===== src/rtl/ex_counter_ctrl_pkg.sv =====
// -----------------------------------------------------------------------------
// ex_counter_ctrl_pkg
// Shared definitions for the ex_counter sequencing controller: FSM state
// encoding, run-mode constants and the default count width.
// -----------------------------------------------------------------------------
package ex_counter_ctrl_pkg;

    localparam int DEFAULT_WIDTH = 16;

    typedef enum logic [1:0] {
        ST_IDLE  = 2'd0,
        ST_CLEAR = 2'd1,
        ST_RUN   = 2'd2,
        ST_PAUSE = 2'd3
    } state_e;

    localparam logic MODE_ONESHOT  = 1'b0;
    localparam logic MODE_PERIODIC = 1'b1;

endpackage


===== src/rtl/ex_counter_ctrl.sv =====
// -----------------------------------------------------------------------------
// ex_counter_ctrl
// Sequencing controller for the ex_counter datapath. Runs the counter from 0
// up to a latched terminal value, once or periodically, with pause/resume and
// stop. Emits a one-cycle done per completed period and a sticky irq.
//
// Ports
//   clk      rising-edge clock shared with ex_counter
//   rst      asynchronous active-low reset
//   start    begin a run (only honoured in IDLE)
//   stop     abort the run, return to IDLE
//   pause    freeze counting (RUN -> PAUSE)
//   resume   continue counting (PAUSE -> RUN)
//   mode     0 one-shot, 1 periodic; latched on an accepted start
//   period   terminal count; latched on an accepted start
//   irq_clr  clear the sticky irq
//   cnt_in   count value returned by ex_counter
//   cnt_clr  counter synchronous clear (registered)
//   cnt_en   counter enable (combinational)
//   busy     high in CLEAR, RUN and PAUSE (registered)
//   done     one-cycle pulse per completed period (registered)
//   irq      sticky, set by every done (registered)
//   err      one-cycle pulse when a start with period 0 is rejected
// -----------------------------------------------------------------------------
module ex_counter_ctrl
    import ex_counter_ctrl_pkg::*;
#(
    parameter int WIDTH = DEFAULT_WIDTH
) (
    input  logic             clk,
    input  logic             rst,
    input  logic             start,
    input  logic             stop,
    input  logic             pause,
    input  logic             resume,
    input  logic             mode,
    input  logic [WIDTH-1:0] period,
    input  logic             irq_clr,
    input  logic [WIDTH-1:0] cnt_in,
    output logic             cnt_clr,
    output logic             cnt_en,
    output logic             busy,
    output logic             done,
    output logic             irq,
    output logic             err
);

    state_e           state_r;
    logic [WIDTH-1:0] period_r;
    logic             mode_r;
    logic             cnt_clr_r;
    logic             busy_r;
    logic             done_r;
    logic             irq_r;
    logic             err_r;

    logic             run_go_s;
    logic             terminal_s;
    logic             cnt_en_s;

    // RUN with neither stop nor pause pending; terminal when count meets period
    always_comb begin
        run_go_s   = 1'b0;
        terminal_s = 1'b0;
        cnt_en_s   = 1'b0;
        if (state_r == ST_RUN) begin
            run_go_s = !stop && !pause;
        end else begin
            run_go_s = 1'b0;
        end
        terminal_s = (cnt_in == period_r);
        // Enable is dropped on the terminal cycle so the counter never overshoots
        cnt_en_s   = run_go_s && !terminal_s;
    end

    // Controller FSM with registered status outputs
    always_ff @(posedge clk or negedge rst) begin
        if (!rst) begin
            state_r   <= ST_IDLE;
            period_r  <= {WIDTH{1'b0}};
            mode_r    <= MODE_ONESHOT;
            cnt_clr_r <= 1'b0;
            busy_r    <= 1'b0;
            done_r    <= 1'b0;
            irq_r     <= 1'b0;
            err_r     <= 1'b0;
        end else begin
            done_r <= 1'b0;
            err_r  <= 1'b0;

            // A done in the same cycle as irq_clr keeps irq set
            if (run_go_s && terminal_s) begin
                irq_r <= 1'b1;
            end else if (irq_clr) begin
                irq_r <= 1'b0;
            end else begin
                irq_r <= irq_r;
            end

            case (state_r)
                ST_IDLE: begin
                    if (start && (period != {WIDTH{1'b0}})) begin
                        period_r  <= period;
                        mode_r    <= mode;
                        state_r   <= ST_CLEAR;
                        cnt_clr_r <= 1'b1;
                        busy_r    <= 1'b1;
                    end else if (start) begin
                        err_r     <= 1'b1;
                        cnt_clr_r <= 1'b0;
                        busy_r    <= 1'b0;
                    end else begin
                        cnt_clr_r <= 1'b0;
                        busy_r    <= 1'b0;
                    end
                end

                ST_CLEAR: begin
                    // The clear has already been presented this cycle, so a
                    // stop here still leaves the counter at zero
                    cnt_clr_r <= 1'b0;
                    if (stop) begin
                        state_r <= ST_IDLE;
                        busy_r  <= 1'b0;
                    end else begin
                        state_r <= ST_RUN;
                        busy_r  <= 1'b1;
                    end
                end

                ST_RUN: begin
                    if (stop) begin
                        state_r   <= ST_IDLE;
                        cnt_clr_r <= 1'b0;
                        busy_r    <= 1'b0;
                    end else if (pause) begin
                        state_r   <= ST_PAUSE;
                        cnt_clr_r <= 1'b0;
                        busy_r    <= 1'b1;
                    end else if (terminal_s) begin
                        done_r <= 1'b1;
                        if (mode_r == MODE_PERIODIC) begin
                            state_r   <= ST_CLEAR;
                            cnt_clr_r <= 1'b1;
                            busy_r    <= 1'b1;
                        end else begin
                            state_r   <= ST_IDLE;
                            cnt_clr_r <= 1'b0;
                            busy_r    <= 1'b0;
                        end
                    end else begin
                        cnt_clr_r <= 1'b0;
                        busy_r    <= 1'b1;
                    end
                end

                ST_PAUSE: begin
                    cnt_clr_r <= 1'b0;
                    if (stop) begin
                        state_r <= ST_IDLE;
                        busy_r  <= 1'b0;
                    end else if (resume) begin
                        state_r <= ST_RUN;
                        busy_r  <= 1'b1;
                    end else begin
                        busy_r  <= 1'b1;
                    end
                end

                default: begin
                    state_r   <= ST_IDLE;
                    cnt_clr_r <= 1'b0;
                    busy_r    <= 1'b0;
                end
            endcase
        end
    end

    assign cnt_clr = cnt_clr_r;
    assign cnt_en  = cnt_en_s;
    assign busy    = busy_r;
    assign done    = done_r;
    assign irq     = irq_r;
    assign err     = err_r;

endmodule


===== config.mk =====
export PLATFORM = sky130hd
export DESIGN_NAME = ex_counter_ctrl
export DESIGN_NICKNAME = d
export VERILOG_FILES = /design/src/rtl/ex_counter_ctrl_pkg.sv /design/src/rtl/ex_counter_ctrl.sv
export SDC_FILE = /design/constraint.sdc
export NUM_CORES = 1
export LEC_CHECK = 0
export ABC_AREA = 1
export CAP_MARGIN = 40
export CORE_MARGIN = 3
export CORE_UTILIZATION = 35
export CTS_CLUSTER_DIAMETER = 200
export DETAILED_ROUTE_END_ITERATION = 10
export PLACE_DENSITY = 0.71
export SETUP_SLACK_MARGIN = 0.15
export SLEW_MARGIN = 20
export SYNTH_ARGS = -nofsm -noshare
export SYNTH_HDL_FRONTEND = slang
export SYNTH_SLANG_ARGS = --single-unit

===== constraint.sdc =====
create_clock -name clk -period 2.5 [get_ports clk]
set_input_delay 0.25 -clock clk [delete_from_list [all_inputs] [get_ports clk]]
set_output_delay 0.25 -clock clk [all_outputs]
set_load 0.005 [all_outputs]

==> metrics.cfg, run 1 <==
[outcome]
status=complete, no violations

[setup_path]
series_of_cell_instances_along_the_critical_path=clkdlybuf4s50_1 > inv_1 > nand2_1 > nand2_1 > nor2_1 > nand2_1 > nor2_2 > nand2_2 > nand2_2 > inv_1 > clkdlybuf4s50_1
path_buf_inv=4
timing.critical_path.slowest_cell_delay_ns=0.48
slowest_stage=clkdlybuf4s50_1
crit_fanout=4
crit_top_cell=nand2_1
required_ns=2.25
worstPathArrival_ns=1.85
critical-path-top-delay-family=buffers and inverters
setup.worst_path.start_class=input port
timing_worst_setup_path_type=in2out
end_kind=output pin

[global_route]
global_route.usage.met2_pct=19.39
grt_pass1_vias=1174
use_met1_pct=17.80
globalRouteMet3Util_pct=2.332
initial_antenna_violation_count=0
global_route_hottest_layer=met2
grt_start_max_net_pins=37
grt_pass1_wl_um=4954
grt_use_total_pct=12.47
global_route.overflow_total=0

[die]
std_cell_rows=22
ios=46
die_x_um=69.05
starting_density_of_the_core_pct=37.17
core_um2=3744
die_outline_area_um2=4768
floorplan.die.height_um=69.05

[detailed_routing]
drt_first_iter_violations=48
routed_via_density=4.252
routed_wire_length_per_instance_um=9.295
detailedRoute.firstPassIterationCount=4
drc_viols=0
route.vias.total=1284
antenna_violating_nets_post_route=0
postRouteWirelength_um=2807

[placement]
dp.final_hpwl_um=2219
detailedPlace.worstSlack_ns=0.3649
finalWeightedCongestion=0.7941
input_output_buffers=45

[layout]
antenna_cells=0
multiInputGateArea_um2=606.8
ff_latch_area_um2=600.6
fillers=371
area.growth.synth_to_final_pct=38.49
utilization_pct=51.47
fin_nets=295
layout-drive-gt1-share_pct=6.299

[clocking]
insertion_delay_ns=0.26
clkSlewWorstSetupHoldPaths_ns=0.08
tritoncts_clock_tree=yes
cts_buffer_depth=2
postCtsHoldBufs=0
cts.repair_timing.setup_buffer_count=0
clock-root-buffer=clkbuf_8
cts_num_sinks=24
tritoncts.num_buffers=3
postCtsResizedCells=0
cts_max_level=1

[synth]
yosys.cell_types.count=15
netlist_instances=207
syn-num-nets=247
synth-seq-cells=24
syn-mean-instance-area_um2=6.721
syn-cell-area_um2=1391
yosysSeqAreaShare_pct=43.17
cells_taking_the_most_area_after_synthesis=dfrtp_1 (43%), nand2_1 (17%), nor2_1 (12%)
synthDominantAreaCellType=dfrtp_1
yosys_warnings=0
synth_top_area_share_pct=43.17

[sta]
final-max-slew-violation-count=0
setup_tns_ns=0
timing_worst_slew_pin_value_ns=0.3586
grt_setup_unrepaired=false
setup_viol=0
final_hold_violation_count=0
finalCriticalPeriod_ns=2.102
setup_ws_ns=0.3982
max-slew-margin-rel_pct=76.09
final.hold.worst_slack_ns=0.3377
final.setup_skew_ns=0.002149
clock.fmax_ghz=0.4758
timing.final.crit_share_pct=84.07

[run]
max_cap_viol_count=0

[power_and_ir_drop]
irDropWorstVdd_uv=367.0
areal_power_density_over_the_cells_nw_per_um2=770.1
leakage_nw=1.012

[worst_hold_path]
worstHoldPathType=in2async

metal layers:
layer | wire length, um | up-vias
met4 | 14 | 0
li1 | - | 706
met2 | 1302 | 30
met1 | 1373 | 546
met3 | 117 | 2
met5 | 0 | -
final cells by class:
type,instances,area share [%]
multi-input cells,141,31.49
flip-flops and latches,24,31.17
repair buffers,46,23.77
inverters,39,7.597
well taps,48,3.117
clock buffers,4,2.857
cells by family (layout without fill, tap and decap cells):
| family | count (synthesis) | count (layout) | synth area share, % |
|---|---|---|---|
| AND/OR/NAND/NOR | 121 | 121 | 36.24 |
| buffers and inverters | 42 | 89 | 13.22 |
| flip-flops | 24 | 24 | 43.17 |
| AO/OA/AOI/OAI | 20 | 20 | 7.374 |
final timing paths:
path	cells after the start	slack, ns	endpoint	from
setup / recovery	11	0.40	cnt_en	cnt_in[3]
hold / removal	2	0.34	period_r[14]	rst
setup reg to reg	4	1.11	period_r[7]	state_r[1]
hold reg to reg	2	0.50	cnt_clr	mode_r
max in group asynchronous	2	1.93	period_r[6]	rst
min in group clk	2	0.50	cnt_clr	mode_r
cells in the final DEF (no fill, tap or decap):
cell type         n
nand2_1          62
clkdlybuf4s50_1  45
nor2_1           43
inv_1            39
dfrtp_1          24
a21oi_1          10
o21ai_0           8
nor2_2            6
nand3_1           4
clkbuf_8          4
nand2_2           3
o22ai_1           2
nand3_4           1
or2_1             1
nor3_2            1
buf_4             1
Yosys cell counts:
cell / n
dfrtp_1: 24
nor2_2: 6
nand2_1: 62
o21ai_0: 8
nor2_1: 43
nor3_2: 1
nand2_2: 3
nand3_4: 1
buf_6: 2
or2_1: 1
buf_8: 1
o22ai_1: 2
inv_1: 39
a21oi_1: 10
nand3_1: 4
sequential cells by signal, summed over array words and instances (netlist names):
name / count
period_r: 16
done: 1
state_r: 2
err: 1
irq: 1
busy: 1
mode_r: 1
cnt_clr: 1
report_power, final:
group | internal (mW) | leakage (nW) | switching [mW] | total [mW]
clock network | 0.140 | 0.0288 | 0.118 | 0.258
registers | 0.549 | 0.289 | 0.0965 | 0.646
logic | 0.260 | 0.694 | 0.320 | 0.580
metrics by stage:
stage | power, mW | area, um2 | std cells
3_5_place_dp | 1.242 | 1872 | 298
6_report | 1.484 | 1927 | 302
5_1_grt | 1.642 | 1927 | 302
2_1_floorplan | 1.084 | 1391 | 207
4_1_cts | 1.505 | 1927 | 302
3_3_place_gp | 1.224 | 1872 | 298
Power figures use the tool's default switching activity.
==> inputs of run 2 (changes only) <==
- clock period: 2.5 -> 2.1 ns (I/O delays scaled with it)
==> metrics.cfg, run 2 (synthesized netlist as in run 1, its figures left out) <==
[layout]
antenna_cells=0  ; unchanged
largest_register_ffs=16  ; unchanged
layout-drive-gt1-share_pct=8.140  ; was 6.299%
layout.cells.most_common=nand2_1  ; unchanged
area.growth.synth_to_final_pct=41.91  ; was 38.49%
most-common-layout-cells=nand2_1 (62), clkdlybuf4s50_1 (44), nor2_1 (42), inv_1 (39), dfrtp_1 (24)  ; was nand2_1 (62), clkdlybuf4s50_1 (45), nor2_1 (43), inv_1 (39), dfrtp_1 (24)
largest_register=period_r  ; unchanged
fillers=373  ; was 371
largestRegisters=period_r: 16 flops, state_r: 2 flops  ; unchanged
fin_nets=299  ; was 295
utilization_pct=52.74  ; was 51.47%

[clocking]
tritoncts_clock_tree=yes  ; unchanged
cts_max_level=1  ; unchanged
clock-root-buffer=clkbuf_8  ; unchanged
insertion_delay_ns=0.26  ; about the same
cts_num_sinks=24  ; unchanged
clkSlewWorstSetupHoldPaths_ns=0.09  ; was 0.08 ns
postCtsHoldBufs=0  ; unchanged
cts_buffer_depth=2  ; unchanged
tritoncts.num_buffers=3  ; unchanged

[outcome]
status=complete, no violations  ; unchanged

[global_route]
grt_start_max_net_pins=37  ; unchanged
grt_use_total_pct=12.55  ; was 12.47%
grt_pass1_wl_um=5016  ; was 4954 um
initial_antenna_violation_count=0  ; unchanged
global_route.overflow_total=0  ; unchanged
grt_pass1_vias=1148  ; was 1174

[detailed_routing]
routed_via_density=4.248  ; was 4.252
route.vias.total=1300  ; was 1284
drc_viols=0  ; unchanged
detailedRoute.firstPassIterationCount=4  ; unchanged
routed_wire_length_per_instance_um=9.317  ; was 9.295 um
antenna_violating_nets_post_route=0  ; unchanged
postRouteWirelength_um=2851  ; was 2807 um
drt_first_iter_violations=62  ; was 48

[setup_path]
setup.worst_path.start_class=input port  ; unchanged
worst_r2r_path_depth=10  ; was 4
required_ns=1.89  ; was 2.25 ns
reg2reg_from=period_r[9]  ; was state_r[1]
worstPathArrival_ns=1.60  ; was 1.85 ns
regToRegEndpoint=busy  ; was period_r[7]
end_kind=output pin  ; unchanged
crit_fanout=2  ; was 4
timing_worst_setup_path_type=in2out  ; unchanged
regToRegSetupSlack_ns=0.68  ; was 1.11 ns

[sta]
setup_viol=0  ; unchanged
clock.fmax_ghz=0.5520
final.setup_skew_ns=0.002907  ; was 0.002149 ns
setup_tns_ns=0  ; unchanged
max-slew-margin-rel_pct=74.71  ; was 76.09%
timing_worst_slew_pin_value_ns=0.3794  ; was 0.3586 ns
finalCriticalPeriod_ns=1.812
timing.final.crit_share_pct=86.27
final-max-slew-violation-count=0  ; unchanged
grt_setup_unrepaired=false  ; unchanged
final_hold_violation_count=0  ; unchanged

[power_and_ir_drop]
irDropWorstVdd_uv=455.3  ; was 367.0 uV
leakage_nw=1.042  ; was 1.012 nW
areal_power_density_over_the_cells_nw_per_um2=947.9  ; was 770.1 nW/um2

[die]
ios=46  ; unchanged
starting_density_of_the_core_pct=37.17  ; unchanged
die_outline_area_um2=4768  ; unchanged
floorplan.die.height_um=69.05  ; unchanged
core_um2=3744  ; unchanged
std_cell_rows=22  ; unchanged
die_x_um=69.05  ; unchanged

[worst_hold_path]
worstHoldPathType=in2async  ; unchanged

[placement]
input_output_buffers=45  ; unchanged
dp.final_hpwl_um=2154  ; was 2219 um
finalWeightedCongestion=0.7940  ; was 0.7941

[run]
max_cap_viol_count=0  ; unchanged

-- run 2: report_power, final --
group	internal [mW]	switching, mW
registers	0.654	0.114
clock network	0.255	0.148
logic	0.314	0.388
-- run 2: layout make-up --
class                   count  area, um2  area share (%)
well taps                  48      60.06           3.042
multi-input cells         141      609.3           30.86
inverters                  39      146.4           7.414
clock inverters             1      30.03           1.521
flip-flops and latches     24      600.6           30.42
clock buffers               3      41.29           2.091
repair buffers             50      486.7           24.65
-- run 2: per-stage QoR --
step                std cells  area [um2]  hold WS, ns  power, mW  setup slack (ns)
global placement          298        1872       0.4902      1.457           0.06544
finish                    306        1974       0.2927      1.872            0.2884
floorplan                 207        1391     -0.08559      1.291            0.9230
CTS                       305        1964       0.3043      1.880            0.2679
detailed placement        298        1872       0.4902      1.471           0.04699
global route              306        1974       0.3243      2.058            0.1628
-- run 2: worst max path at each step --
stage                startpoint     end  cells past startpoint
CTS                   cnt_in[9]  cnt_en                     11
global placement      cnt_in[8]  cnt_en                     11
finish                cnt_in[3]  cnt_en                     11
global route          cnt_in[3]  cnt_en                     11
detailed placement    cnt_in[3]  cnt_en                     11
floorplan           period_r[6]  cnt_en                      8
-- run 2: what timing repair did --
action                     CTS  global route
pin swaps                    4             1
resized for setup            1             1
setup buffers                3             1
setup endpoints to repair    1             1
-- run 2: worst max-delay path, stage by stage --
cell,delay (ns)
clkdlybuf4s50_1,0.48
inv_1,0.05
nand2_1,0.05
nand2_1,0.05
nor2_1,0.11
nand2_1,0.08
nor2_2,0.15
nand2_2,0.08
nand2_2,0.07
inv_1,0.03
dlygate4sd2_1,0.25
-- run 2: metal layers --
layer	GRT usage (%)	vias to the layer above	wire length, um
met5	0	-	0
met4	3.905	0	21
met3	2.187	2	164
met2	20.13	37	1281
met1	17.20	546	1383
li1	-	715	-
==> inputs of run 3 (changes only) <==
- CTS_BUF_LIST: unset -> sky130_fd_sc_hd__clkbuf_8
==> results of run 3 <==
Same layout as run 2: the final DEF is identical, and so are final timing and power.
